**src/rtl/parity_frame_pkg.sv**
```systemverilog
// Shared types and constants for the parity frame transmitter.
package parity_frame_pkg;

  // Frame FSM states, in the order they occur on the line.
  typedef enum logic [2:0] {
    IDLE   = 3'd0,
    START  = 3'd1,
    DATA   = 3'd2,
    PARITY = 3'd3,
    STOP   = 3'd4
  } state_e;

  // Bits added around the payload: start, parity, stop.
  localparam int FRAME_OVERHEAD_BITS = 3;

  // Width of the per-bit hold counter; covers CLKS_PER_BIT up to 255.
  localparam int HOLD_CNT_W = 8;

  // Total frame length in bits for a given payload width (DATA_W + 3).
  function automatic int frame_bits(input int data_w);
    return data_w + FRAME_OVERHEAD_BITS;
  endfunction

endpackage

```
**src/rtl/parity_frame_tx_bit_timer.sv**
```systemverilog
// Bit-hold timer: pulses o_tick on the last cycle of each serial bit.
module bit_timer
  import parity_frame_pkg::*;
#(
  parameter int CLKS_PER_BIT = 4
) (
  input  logic clk,
  input  logic rst_n,
  input  logic i_en,
  output logic o_tick
);

  localparam logic [HOLD_CNT_W-1:0] LAST_CNT = HOLD_CNT_W'(CLKS_PER_BIT - 1);

  logic [HOLD_CNT_W-1:0] r_cnt;
  logic                  w_last;

  assign w_last = (r_cnt == LAST_CNT);
  assign o_tick = i_en && w_last;

  // Count hold cycles while a frame is active; restart at every bit boundary.
  always_ff @(posedge clk or negedge rst_n) begin
    if (!rst_n) begin
      r_cnt <= '0;
    end else if (!i_en || w_last) begin
      r_cnt <= '0;
    end else begin
      // NOTE: non-blocking assignment so every register samples pre-edge values.
      r_cnt <= r_cnt + 1'b1;
    end
  end

endmodule

```
**src/rtl/parity_frame_tx.sv**
```systemverilog
// Serial frame transmitter: start, DATA_W bits LSB first, parity, stop.
module parity_frame_tx
  import parity_frame_pkg::*;
#(
  parameter int DATA_W       = 4,
  parameter bit PARITY_ODD   = 1'b0,
  parameter int CLKS_PER_BIT = 4
) (
  input  logic              clk,
  input  logic              rst_n,
  input  logic [DATA_W-1:0] din,
  input  logic              valid,
  output logic              ready,
  output logic              tx,
  output logic              par_out,
  output logic              busy,
  output logic              done
);

  localparam int BIT_CNT_W = (DATA_W > 1) ? $clog2(DATA_W) : 1;
  localparam logic [BIT_CNT_W-1:0] LAST_BIT = BIT_CNT_W'(DATA_W - 1);

  state_e                r_state;
  state_e                w_state_next;
  logic [DATA_W-1:0]     r_shift;
  logic [DATA_W-1:0]     w_shift_next;
  logic [BIT_CNT_W-1:0]  r_bit_cnt;
  logic [BIT_CNT_W-1:0]  w_bit_cnt_next;
  logic                  r_par;
  logic                  w_par_next;
  logic                  r_tx;
  logic                  w_tx_next;
  logic                  r_ready;
  logic                  r_busy;
  logic                  r_done;
  logic                  w_accept;
  logic                  w_tick;
  logic                  w_timer_en;

  // A word is taken only while idle; anything offered mid-frame is ignored.
  assign w_accept   = valid && (r_state == IDLE);
  assign w_timer_en = (r_state != IDLE);

  bit_timer #(
    .CLKS_PER_BIT (CLKS_PER_BIT)
  ) u_bit_timer (
    .clk    (clk),
    .rst_n  (rst_n),
    .i_en   (w_timer_en),
    .o_tick (w_tick)
  );

  // Next-state, shift register, bit counter, parity and line-level decode.
  always_comb begin
    // NOTE: every target gets a default first so no path can infer a latch.
    w_state_next   = r_state;
    w_shift_next   = r_shift;
    w_bit_cnt_next = r_bit_cnt;
    w_par_next     = r_par;

    case (r_state)
      IDLE: begin
        if (w_accept) begin
          w_state_next = START;
          w_shift_next = din;
          w_par_next   = (^din) ^ PARITY_ODD;
        end
      end
      START: begin
        if (w_tick) w_state_next = DATA;
      end
      DATA: begin
        if (w_tick) begin
          w_shift_next = r_shift >> 1;
          if (r_bit_cnt == LAST_BIT) begin
            w_state_next   = PARITY;
            w_bit_cnt_next = '0;
          end else begin
            w_bit_cnt_next = r_bit_cnt + 1'b1;
          end
        end
      end
      PARITY: begin
        if (w_tick) w_state_next = STOP;
      end
      STOP: begin
        if (w_tick) w_state_next = IDLE;
      end
      default: w_state_next = IDLE;
    endcase

    // The line level is that of the state being entered, so tx is a plain flop.
    case (w_state_next)
      START:   w_tx_next = 1'b0;
      DATA:    w_tx_next = w_shift_next[0];
      PARITY:  w_tx_next = w_par_next;
      default: w_tx_next = 1'b1;
    endcase
  end

  // State and registered outputs; reset parks the line high asynchronously.
  always_ff @(posedge clk or negedge rst_n) begin
    if (!rst_n) begin
      // NOTE: tx resets to 1 so an asserted reset idles the line immediately.
      r_state   <= IDLE;
      r_shift   <= '0;
      r_bit_cnt <= '0;
      r_par     <= 1'b0;
      r_tx      <= 1'b1;
      r_ready   <= 1'b1;
      r_busy    <= 1'b0;
      r_done    <= 1'b0;
    end else begin
      r_state   <= w_state_next;
      r_shift   <= w_shift_next;
      r_bit_cnt <= w_bit_cnt_next;
      r_par     <= w_par_next;
      r_tx      <= w_tx_next;
      r_ready   <= (w_state_next == IDLE);
      r_busy    <= (w_state_next != IDLE);
      r_done    <= (r_state == STOP) && w_tick;
    end
  end

  assign ready   = r_ready;
  assign tx      = r_tx;
  assign par_out = r_par;
  assign busy    = r_busy;
  assign done    = r_done;

endmodule

```
**config.mk**
```make
export PLATFORM = sky130hd
export DESIGN_NAME = parity_frame_tx
export DESIGN_NICKNAME = d
export VERILOG_FILES = /design/src/rtl/parity_frame_pkg.sv /design/src/rtl/parity_frame_tx_bit_timer.sv /design/src/rtl/parity_frame_tx.sv
export SDC_FILE = /design/constraint.sdc
export NUM_CORES = 1
export LEC_CHECK = 0
export BUFFER_PORTS_ARGS = -buffer_cell sky130_fd_sc_hd__buf_2
export CORE_ASPECT_RATIO = 0.7
export CORE_MARGIN = 2
export CORE_UTILIZATION = 55
export DETAILED_ROUTE_END_ITERATION = 10
export GPL_TIMING_DRIVEN = 0
export PLACE_DENSITY = 0.84
export SETUP_SLACK_MARGIN = 0.4
export SKIP_CTS_REPAIR_TIMING = 1
export SYNTH_ARGS = -nofsm -noshare
export SYNTH_HDL_FRONTEND = slang
export SYNTH_SLANG_ARGS = --single-unit
```
**constraint.sdc**
```tcl
create_clock -name clk -period 2.6 [get_ports clk]
set_input_delay 0.52 -clock clk [delete_from_list [all_inputs] [get_ports clk]]
set_output_delay 0.52 -clock clk [all_outputs]
set_load 0.05 [all_outputs]
```
# Word level (Yosys, flattened, before mapping)
# Index checks and enable logic that the tools add are counted.
[word_totals]
ff_bits = 22
input_bits = 7
output_inout_bits = 5
elab_cells = 51
[classes]
n_addsub = 2
n_eq_ne = 11
mux = 15
n_reduce_logical = 13
[ops]
columns = ["op", "n"]
rows = [
  ["2-to-1 mux 3 bit", 6],
  ["one-hot mux 3 bit (5 select lines)", 1],
  ["equality test 3 x 2 -> 1 bit (second input constant)", 4],
  ["adder 8 x 1 -> 8 bit (second input constant)", 1],
  ["equality test 8 x 2 -> 1 bit (second input constant)", 1],
  ["2-to-1 mux 4 bit", 2],
  ["2-to-1 mux 8 bit", 1],
  ["one-hot mux 4 bit (2 select lines)", 1],
  ["equality test 3 x 1 -> 1 bit (second input constant)", 2],
  ["logical NOT 3 bit", 2],
  ["nonzero test 3 bit", 2],
  ["!= test 2 bit (second input constant)", 2],
  ["XOR reduction 4 bit", 1],
  ["equality test 3 bit (second input constant)", 1],
  ["logical AND 1 bit", 3],
  ["one-hot mux 1 bit (3 select lines)", 1],
  ["AND reduction 3 bit", 1],
  ["adder 2 x 1 -> 2 bit (second input constant)", 1],
  ["equality test 2 bit (second input constant)", 1],
  ["2-to-1 mux 1 bit", 2],
  ["2-to-1 mux 2 bit", 1],
  ["AND reduction 2 bit", 1],
  ["nonzero test 2 bit", 1],
  ["logical NOT 1 bit", 1],
  ["logical OR 1 bit", 1],
]

# Depth between registers and ports, before layout
# Gate-level depths: netlist of run 1.
[depth]
ltp_word = 6
ltp_mapped = 6
depth_no_buf = 6

# Cells and area by module
# A second synthesis of run 1 with hierarchy kept.
[hier_totals]
cells_unflattened = 98
area_unflattened_um2 = 1101.1
[modules_own_cells]
columns = ["module", "n_inst", "cells_per_inst", "area_each_um2", "seq_area_each_um2"]
rows = [
  ["parity_frame_tx", 1, 59, 701.9, 352.8],
  ["bit_timer", 1, 39, 399.1, 200.2],
]

# Worst setup path before layout of run 1
# OpenSTA, ideal clock, no wires.
[synth_path]
path_kind = "register -> register"
startpoint = "register u_bit_timer.r_cnt[7]"
endpoint = "register r_tx, in the netlist tx"
setup_time_ns = 0.075
arrival_time_ns = 1.801
required_ns = 2.525
path_slack_ns = 0.724
stages_incl_launch_ff = 6
path_buffers = 0
period_less_slack_ns = 1.876
path_cell_list = "dfrtp_1 or4_4 nor4_4 a211oi_1 nor3_2 mux2i_1"
[synth_via]
elab_chain_len = 6
elab_cells_between_ends = 13
cone_classes = "4 x eq/ne; 8 x mux; 1 x reduce/logical"
[synth_lines]
columns = ["element", "line_no", "text"]
rows = [
  ["start: declaration", "parity_frame_tx_bit_timer.sv:15", "logic [HOLD_CNT_W-1:0] r_cnt;"],
  ["start signal: assignment", "parity_frame_tx_bit_timer.sv:29", "r_cnt <= r_cnt + 1'b1;"],
  ["equality test 8 x 2 -> 1 bit *", "parity_frame_tx_bit_timer.sv:18", "assign w_last = (r_cnt == LAST_CNT);"],
  ["logical AND 1 bit *", "parity_frame_tx_bit_timer.sv:19", "assign o_tick = i_en && w_last;"],
  ["2-to-1 mux 3 bit (on tied branches)", "--", ""],
  ["one-hot mux 3 bit (5 select lines) *", "parity_frame_tx.sv:61", "case (r_state)"],
  ["named net w_state_next[0]", "parity_frame_tx.sv:24", "state_e w_state_next;"],
  ["equality test 3 x 2 -> 1 bit or equality test 3 x 1 -> 1 bit (tied branches)", "parity_frame_tx.sv:93", "case (w_state_next)"],
  ["one-hot mux 1 bit (3 select lines) *", "parity_frame_tx.sv:93", ""],
  ["named net w_tx_next", "parity_frame_tx.sv:32", "logic w_tx_next;"],
  ["end signal: assignment", "parity_frame_tx.sv:118", "r_tx <= w_tx_next;"],
  ["end: declaration", "parity_frame_tx.sv:31", "logic r_tx;"],
]
# The timed path passes the listed nets; every way through them passes the cells marked *. The select of a mux whose other input is x is not followed.
# A chain may end at the register's enable or synchronous reset.

# Final worst setup path of run 1
# Ends and elaborated chain as after synthesis.

==> results of run 1 <==
state kept, by name (all words and copies together) (netlist names):
| register | flops |
|---|---|
| u_bit_timer.r_cnt | 8 |
| r_shift | 4 |
| r_state | 3 |
| r_bit_cnt | 2 |
| busy | 1 |
| done | 1 |
| par_out | 1 |
| ready | 1 |
| tx | 1 |
layout make-up:
| cell class | instances | area share |
|---|---|---|
| Inverter | 4 | 0.01277 |
| Sequential cell | 22 | 0.4702 |
| Tap cell | 22 | 0.02340 |
| Buffer | 2 | 0.006383 |
| Timing Repair Buffer | 11 | 0.04681 |
| Multi-Input combinational cell | 70 | 0.4181 |
| Clock buffer | 4 | 0.02234 |
where the power goes:
| part | internal (mW) | total, mW | switching, mW |
|---|---|---|---|
| registers | 0.468 | 0.546 | 0.0785 |
| clock network | 0.0599 | 0.153 | 0.0929 |
| logic | 0.210 | 0.586 | 0.375 |
metal layers:
metal	routed length (um)	track usage	share of wire	up-vias
met3	98	0.06625	0.056	4
met2	741	0.3023	0.43	21
met4	23	0.07143	0.013	0
met1	879	0.2315	0.50	330
li1	-	-	-	365
met5	0	0	0	-
cells by family (layout without fill, tap and decap cells):
kind of cell,Yosys count,count (layout),share of synthesized area
buffers and inverters,6,21,0.02110
muxes,4,4,0.03869
xor gates and xnor gates,10,10,0.08207
adders and majority gates,2,2,0.02344
and+or+nand+nor,41,41,0.2380
AOI/OAI and AO/OA,13,13,0.07855
DFF,22,22,0.5182
Yosys cell counts, types with 2 or more instances:
cell type  instances
a22oi_1            3
and3_1             3
clkbuf_1           2
dfrtp_1           20
dfstp_2            2
ha_1               2
inv_1              4
mux2i_1            3
nand2_1            6
nand2b_1           4
nand3_1            4
nor2_1            12
nor3_1             2
nor4_4             2
o21ai_0            4
or2_2              2
xnor2_1            7
xor2_1             3
final timing paths:
path,startpoint,to
min in group clk,din[3],r_shift[3]
min reg2reg,u_bit_timer.r_cnt[0],u_bit_timer.r_cnt[0]
min,rst_n,r_state[2]
max reg2reg,u_bit_timer.r_cnt[7],tx
max in group asynchronous,rst_n,ready
max,u_bit_timer.r_cnt[7],tx
metrics by stage:
| stage | setup slack [ns] | area (um2) | util |
|---|---|---|---|
| global placement | 0.5934 | 1150 | 0.6256 |
| global route | 0.4635 | 1176 | 0.6399 |
| detailed placement | 0.5812 | 1150 | 0.6256 |
| finish | 0.5352 | 1176 | 0.6399 |
| CTS | 0.5369 | 1176 | 0.6399 |
| floorplan | 0.7244 | 1067 | - |
==> reports/results.tsv, run 1 <==
stage	metric	value	unit
status	status	completed	
power	vdd_ir_drop_max	0.0007472	V
synth	async_flop_share	1.000	
routing	firstDrtPassIters	4	
layout	final_cells	135	
worst_setup_path	crit_family	simple AND/OR/NAND/NOR gates	
global_routing	first_global_vias	683	
layout	most-common-layout-cells	20 x dfrtp_1, 12 x nor2_1, 11 x buf_2	
routing	drtIter0Drc	38	
timing	whs	0.1549	ns
timing	drv_slew	0	
synth	synth_largest_area_cell	dfrtp_1	
synth	syn_avg_cell_area	10.89	um2
place	dp_cells	131	
layout	n_antenna_cell	0	
layout	nFillCells	153	
global_routing	antenna_found_initial	0	
synth	yosys-top-cells-area	dfrtp_1 47%, xnor2_1 5.7%, dfstp_2 4.9%, nor2_1 4.2%, nor4_4 4.0%	
worst_setup_path	worstRegToRegCells	5	
timing	fin_crit_sh	0.7941	
timing	fin_setup_tns	0	ns
routing	drc	0	
power	p_leak	0.5429	nW
layout	area_growth	10.20	%
floorplanning	start_util	0.5807	
place	portBuffers	11	
timing	worstMarginPinSlew	0.7084	ns
power	p_total	1.284	mW
routing	drtAntennaViolNets	0	
clock_network	numCtsBuffers	3	
worst_setup_path	crit_buf_inv	0	
place	gp_congestion	0.8188	
clock_network	clk_latency	0.30	ns
global_routing	grt_pass1_wl	2987	um
worst_setup_path	cp_slowest_stage_delay	0.58	ns
synth	synth_area	0.001067	mm2
layout	final_common_cell	dfrtp_1	
global_routing	grt_max_degree	23	
floorplanning	fp.dieW	56.65	um
routing	via_count	720	
worst_setup_path	cp-start-kind	flop	
floorplanning	core_area	0.001838	mm2
worst_setup_path	crit_fanout	6	
timing	clock_skew	0.002387	ns
worst_setup_path	worstPathCellList	or4_4 -> nor4_4 -> a211oi_1 -> nor3_2 -> mux2i_1	
worst_setup_path	cpMaxStageDelayCell	or4_4	
clock_network	htreeDepth	1	
worst_setup_path	cp.arrival	2.30	ns
worst_setup_path	worstPathRequired	2.84	ns
synth	ys_warn_count	0	
timing	finalSetupViolCount	0	
power	power_density	1092	mW/mm2
synth	ys_seq_area_frac	0.5182	
synth	synth_top_area_frac	0.4689	
clock_network	root_buffer	clkbuf_4	
timing	max_freq	0.4843	GHz
worst_setup_path	r2r_slack	0.54	ns
routing	wirelength	1742	um
global_routing	grt_use_total	0.1844	
layout	finalNetCount	123	
timing	period_needed	2.065	ns
routing	wire_per_inst	12.90	um
clock_network	tritoncts	done	
synth	ys_types	31	
clock_network	cts_buffer_depth	2	
clock_network	path_clk_slew	0.11	ns
timing	slew_headroom	0.5211	
synth	netlist_instances	98	
hold_path	hold_class	input pin to asynchronous set/reset pin	
timing	rsz0062_at_grt	false	
floorplanning	std_cell_rows	13	
global_routing	globalRoute.totalOverflow	0	
floorplanning	ios	12	
synth	synth_nets	107	
synth	synth_ff_type	dfrtp_1	
worst_setup_path	worstSetupPathType	flop to flop	
synth	ys_seq_elements	22	
place	hpwl	1337	um
worst_setup_path	critPathCaptureType	flop	
clock_network	cts_num_sinks	22	
synth	synth-edff-count	0	
job	max-cap-violations	0	
worst_setup_path	worst-path-stages	5	
layout	ff_latch_area	553.0	um2
routing	vias_per_cell	5.333	
layout	multiInputGateArea	491.7	um2
floorplanning	fp.dieH	40.86	um
timing	finalHoldViolations	0	
floorplanning	dieArea	0.002314	mm2
layout	drive_gt1_frac	0.2124	
(Power assumes the default switching activity.)
==> run 2, diff against run 1 <==
- clock period: 2.6 -> 2.05 ns (I/O delays scaled with it)
==> run 2 against run 1 <==
Clock power grew 110%. First-iteration DRC count shrank 18%. Cell area grew 7.2%. Hold slack lost 0.12 ns. Maximum frequency grew 4.4%. Utilization grew 4.6 points. Combinational power grew 38%. Non-clock buffer count grew 6. Global-route usage shrank 0.36 points. Clock skew grew 0.0045 ns. Critical endpoint unchanged. Largest power group unchanged.
==> reports/results.tsv, run 2 (synthesized netlist as in run 1, its figures left out) <==
stage	metric	value	unit
worst_setup_path	cpMaxStageDelayCell	or4_4	
place	portBuffers	11	
layout	drive_gt1_frac	0.2857	
worst_setup_path	crit_family	simple AND/OR/NAND/NOR gates	
clock_network	root_buffer	clkbuf_4	
timing	fin_setup_tns	0	ns
layout	most-common-layout-cells	20 x dfrtp_1, 12 x nor2_1, 11 x buf_2	
global_routing	first_global_vias	661	
routing	drtIter0Drc	31	
job	max-cap-violations	0	
global_routing	grt_use_total	0.1808	
worst_setup_path	r2r_slack	0.07	ns
layout	final_common_cell	dfrtp_1	
timing	slew_headroom	0.6945	
timing	finalHoldViolations	0	
clock_network	tritoncts	done	
place	gp_congestion	0.8221	
timing	clock_skew	0.006880	ns
clock_network	htreeDepth	1	
global_routing	grt_max_degree	23	
routing	via_count	744	
clock_network	cts_buffer_depth	2	
worst_setup_path	cp.arrival	2.22	ns
timing	rsz0062_at_grt	true	
power	vdd_ir_drop_max	0.001178	V
worst_setup_path	crit_fanout	5	
floorplanning	ios	12	
worst_setup_path	critPathCaptureType	flop	
hold_path	hold_class	input pin to asynchronous set/reset pin	
worst_setup_path	worstPathRequired	2.29	ns
clock_network	numCtsBuffers	3	
worst_setup_path	regToRegEndpoint	tx	
global_routing	globalRoute.totalOverflow	0	
clock_network	clk_latency	0.31	ns
layout	n_antenna_cell	0	
worst_setup_path	r2r-start	u_bit_timer.r_cnt[7]	
clock_network	path_clk_slew	0.11	ns
routing	wirelength	1772	um
routing	wire_per_inst	12.57	um
routing	drc	0	
layout	finalNetCount	129	
timing	drv_slew	0	
layout	largest_register	u_bit_timer.r_cnt	
floorplanning	fp.dieH	40.86	um
global_routing	grt_pass1_wl	2953	um
routing	drtAntennaViolNets	0	
clock_network	cts_num_sinks	22	
power	p_leak	0.5920	nW
timing	max_freq	0.5056	GHz
routing	firstDrtPassIters	4	
routing	vias_per_cell	5.277	
layout	largest_register_ffs	8	
floorplanning	core_area	0.001838	mm2
worst_setup_path	worstPathCellList	or4_4 -> nor4_4 -> mux2i_1 -> nor4b_2 -> mux2i_1	
worst_setup_path	worstRegToRegCells	5	
layout	area_growth	18.17	%
worst_setup_path	cp-start-kind	flop	
timing	period_needed	1.978	ns
floorplanning	std_cell_rows	13	
worst_setup_path	cp_slowest_stage_delay	0.58	ns
timing	worstMarginPinSlew	0.4583	ns
floorplanning	fp.dieW	56.65	um
floorplanning	start_util	0.5807	
timing	fin_crit_sh	0.9647	
worst_setup_path	crit_buf_inv	0	
power	p_total	1.817	mW
worst_setup_path	worstSetupPathType	flop to flop	
worst_setup_path	crit_path_frequent_cell	mux2i_1	
layout	top_regs	u_bit_timer.r_cnt (8), r_shift (4), r_state (3)	
timing	finalSetupViolCount	0	
floorplanning	dieArea	0.002314	mm2
global_routing	antenna_found_initial	0	
status	status	completed	
place	hpwl	1328	um
power	power_density	1441	mW/mm2
## run 2: cell count changes in the layout (fill, tap and decap cells not counted), sizes merged
cell	change
clkbuf	-1
bufinv	+1
buf	+6
## run 2: power breakdown
group	total [mW]	internal, mW	leakage, nW	switching [mW]
Sequential	0.690	0.593	0.273	0.0971
Clock	0.319	0.198	0.0279	0.121
Combinational	0.808	0.305	0.292	0.503
## run 2: area by class of cell
cell class	instances	area, um2
Timing Repair Buffer	17	100.1
Clock inverter	1	30.03
Clock buffer	3	22.52
Inverter	4	15.01
Fill cell	148	576.8
Buffer	2	7.507
Sequential cell	22	553.0
Tap cell	22	27.53
Multi-Input combinational cell	70	505.5
## run 2: how the worst max path moves through the flow
stage | start | slack, ns | cells after the start | end
after floorplan | u_bit_timer.r_cnt[7] | 0.18 | 5 | tx
after global placement | u_bit_timer.r_cnt[7] | 0.04 | 5 | tx
after detailed placement | u_bit_timer.r_cnt[7] | 0.05 | 5 | tx
after CTS | u_bit_timer.r_cnt[7] | 0.006 | 5 | tx
after global routing | u_bit_timer.r_cnt[7] | -0.001 | 5 | tx
final | u_bit_timer.r_cnt[7] | 0.07 | 5 | tx
## run 2: per-layer routing
metal / vias up / global-route usage / part of all wire / routed length (um)
met5: - / 0 / 0 / 0
met4: 0 / 0.05357 / 0.012 / 21
met3: 5 / 0.06625 / 0.044 / 78
met1: 345 / 0.2415 / 0.52 / 918
met2: 15 / 0.2820 / 0.43 / 754
li1: 379 / - / - / -
## run 2: stage by stage
step / util / worst slack, ns / std cells / hold WS (ns) / instance area [um2]
floorplan: - / 0.1798 / 98 / 0.1144 / 1071
global placement: 0.6276 / 0.04233 / 131 / 0.3822 / 1154
detailed placement: 0.6276 / 0.04513 / 131 / 0.3934 / 1154
CTS: 0.6562 / 0.005607 / 135 / 0.03380 / 1206
global route: 0.6862 / -0.001036 / 141 / 0.03881 / 1261
finish: 0.6862 / 0.07234 / 141 / 0.03231 / 1261
## run 2: worst reg2reg max path, cell delays in order, from the launching register on
cell and delay [ns]:
dfrtp_1 0.41, or4_4 0.58, nor4_4 0.36, mux2i_1 0.33
nor4b_2 0.08, mux2i_1 0.16
==> run 3, diff against run 2 <==
==> constraint.sdc (replaced) <==
create_clock -name clk -period 2.05 [get_ports clk]
set_input_delay 0.205 -clock clk [delete_from_list [all_inputs] [get_ports clk]]
set_output_delay 0.205 -clock clk [all_outputs]
set_load 0.05 [all_outputs]
==> run 3 against run 2 <==
Total power is 0.24% higher. Non-clock buffer count is 1 higher. Count of clock-buffer cells in the layout stayed put. Global-route usage stayed put. Critical path depth stayed put.
==> reports/results.tsv, run 3 (synthesized netlist as in run 1, its figures left out) <==
stage	metric	value	unit
worst_setup_path	crit_fanout	5	
layout	n_antenna_cell	0	
timing	fin_ws	0.06815	ns
power	p_switching	724.2	uW
routing	drtAntennaViolNets	0	
routing	wire_per_inst	12.65	um
layout	most-common-layout-cells	20 x dfrtp_1, 12 x nor2_1, 11 x buf_2	
worst_setup_path	crit_end	tx	
place	dp_cells	131	
worst_setup_path	r2r_slack	0.07	ns
worst_setup_path	r2r-start	u_bit_timer.r_cnt[7]	
power	vdd_ir_drop_max	0.001177	V
worst_setup_path	worstSetupPathType	flop to flop	
floorplanning	ios	12	
job	max-cap-violations	0	
worst_setup_path	cpMaxStageDelayCell	or4_4	
floorplanning	core_area	0.001838	mm2
global_routing	grt_use_total	0.1808	
worst_setup_path	crit_buf_inv	0	
routing	drtIter0Drc	24	
hold_path	min_from	din[3]	
power	internal-power	1.098	mW
timing	drv_slew	0	
clock_network	htreeDepth	1	
power	sw_frac_of_total	0.3975	
timing	period_needed	1.982	ns
worst_setup_path	regToRegEndpoint	tx	
layout	final_common_cell	dfrtp_1	
layout	drive_gt1_frac	0.2833	
worst_setup_path	worstPathCellList	or4_4 -> nor4_4 -> mux2i_1 -> nor4b_2 -> mux2i_1	
hold_path	hold_class	input pin to flop	
worst_setup_path	critPathCaptureType	flop	
timing	rsz0062_at_grt	true	
clock_network	clk_latency	0.31	ns
floorplanning	fp.dieW	56.65	um
worst_setup_path	cp-start-kind	flop	
clock_network	path_clk_slew	0.11	ns
power	power_density	1433	mW/mm2
worst_setup_path	worstRegToRegCells	5	
global_routing	grt_max_degree	23	
worst_setup_path	worst-path-stages	5	
layout	largest_register	u_bit_timer.r_cnt	
floorplanning	fp.dieH	40.86	um
timing	slew_headroom	0.6956	
timing	fin_setup_tns	0	ns
worst_setup_path	cp_slowest_stage_delay	0.58	ns
global_routing	grt_pass1_wl	2953	um
global_routing	first_global_vias	661	
layout	finalNetCount	130	
layout	final_cell_area	0.001271	mm2
place	placed_area	0.001154	mm2
status	status	completed	
power	p_leak	0.5962	nW
worst_setup_path	crit_family	simple AND/OR/NAND/NOR gates	
timing	worstMarginPinSlew	0.4565	ns
layout	final_cells	142	
layout	multiInputGateArea	505.5	um2
worst_setup_path	crit_path_start	u_bit_timer.r_cnt[7]	
global_routing	antenna_found_initial	0	
timing	finalHoldViolations	0	
power	pwr-share-clk	0.176	
timing	clock_skew	0.006998	ns
floorplanning	std_cell_rows	13	
timing	fin_crit_sh	0.9668	
timing	finalSetupViolCount	0	
layout	top_regs	u_bit_timer.r_cnt (8), r_shift (4), r_state (3)	
place	pre_cts_ws	0.04513	ns
timing	whs	0.1503	ns
layout	fin_util	0.6916	
layout	largest_register_ffs	8	
clock_network	cts_buffer_depth	2	
routing	via_count	758	
routing	firstDrtPassIters	5	
routing	wirelength	1797	um
timing	max_freq	0.5046	GHz
layout	nFillCells	146	
routing	drc	0	
worst_setup_path	crit_path_frequent_cell	mux2i_1	
power	pwr-share-comb	0.445	
global_routing	globalRoute.totalOverflow	0	
place	gp_congestion	0.8221	
clock_network	cts_num_sinks	22	
place	portBuffers	11	
place	hpwl	1328	um
layout	ff_latch_area	553.0	um2
floorplanning	start_util	0.5807	
layout	area_growth	19.11	%
clock_network	numCtsBuffers	3	
power	p_total	1.822	mW
floorplanning	dieArea	0.002314	mm2
worst_setup_path	cp.arrival	2.22	ns
routing	vias_per_cell	5.338	
clock_network	tritoncts	done	
worst_setup_path	worstPathRequired	2.29	ns
clock_network	root_buffer	clkbuf_4	
power	p_seq_frac	0.379	
==> run 3: changes by cell type in the layout (fill, tap and decap cells not counted), sizes merged <==
cell,before,now
dlygate4sd3,0,1
==> run 3: worst register-to-register path: cells and delay by family (launching register included) <==
family / cells / cell delay, ns
flip-flops: 1 / 0.41
multiplexers: 2 / 0.49
AND/OR/NAND/NOR: 3 / 1.02
==> run 3: how the worst min path moves through the flow <==
stage	end	slack, ns	cells past startpoint
2_1_floorplan	busy	-0.09	0
3_3_place_gp	r_bit_cnt[1]	0.18	1
3_5_place_dp	r_bit_cnt[1]	0.19	1
4_1_cts	r_bit_cnt[1]	-0.17	1
5_1_grt	r_shift[3]	0.14	2
6_report	r_shift[3]	0.15	2
==> run 3: power groups by stage <==
stage | combinational, mW | sequential (mW) | clock, mW
2_1_floorplan | 0.489 | 0.806 | 0
3_3_place_gp | 0.730 | 0.693 | 0
3_5_place_dp | 0.754 | 0.699 | 0
4_1_cts | 0.759 | 0.691 | 0.332
5_1_grt | 0.890 | 0.713 | 0.350
6_report | 0.811 | 0.691 | 0.320
==> run 3: final cells by class <==
type,count,area share
Clock inverter,1,0.02362
Inverter,4,0.01181
Sequential cell,22,0.4350
Multi-Input combinational cell,70,0.3976
Tap cell,22,0.02165
Clock buffer,3,0.01772
Buffer,2,0.005906
Timing Repair Buffer,18,0.08661
==> run 3: layer usage <==
metal | share of wire | wire length (um) | global-route usage | vias to the layer above
li1 | - | - | - | 381
met2 | 0.41 | 744 | 0.2820 | 24
met1 | 0.52 | 935 | 0.2415 | 348
met5 | 0 | 0 | 0 | -
met3 | 0.053 | 96 | 0.06625 | 5
met4 | 0.012 | 21 | 0.05357 | 0
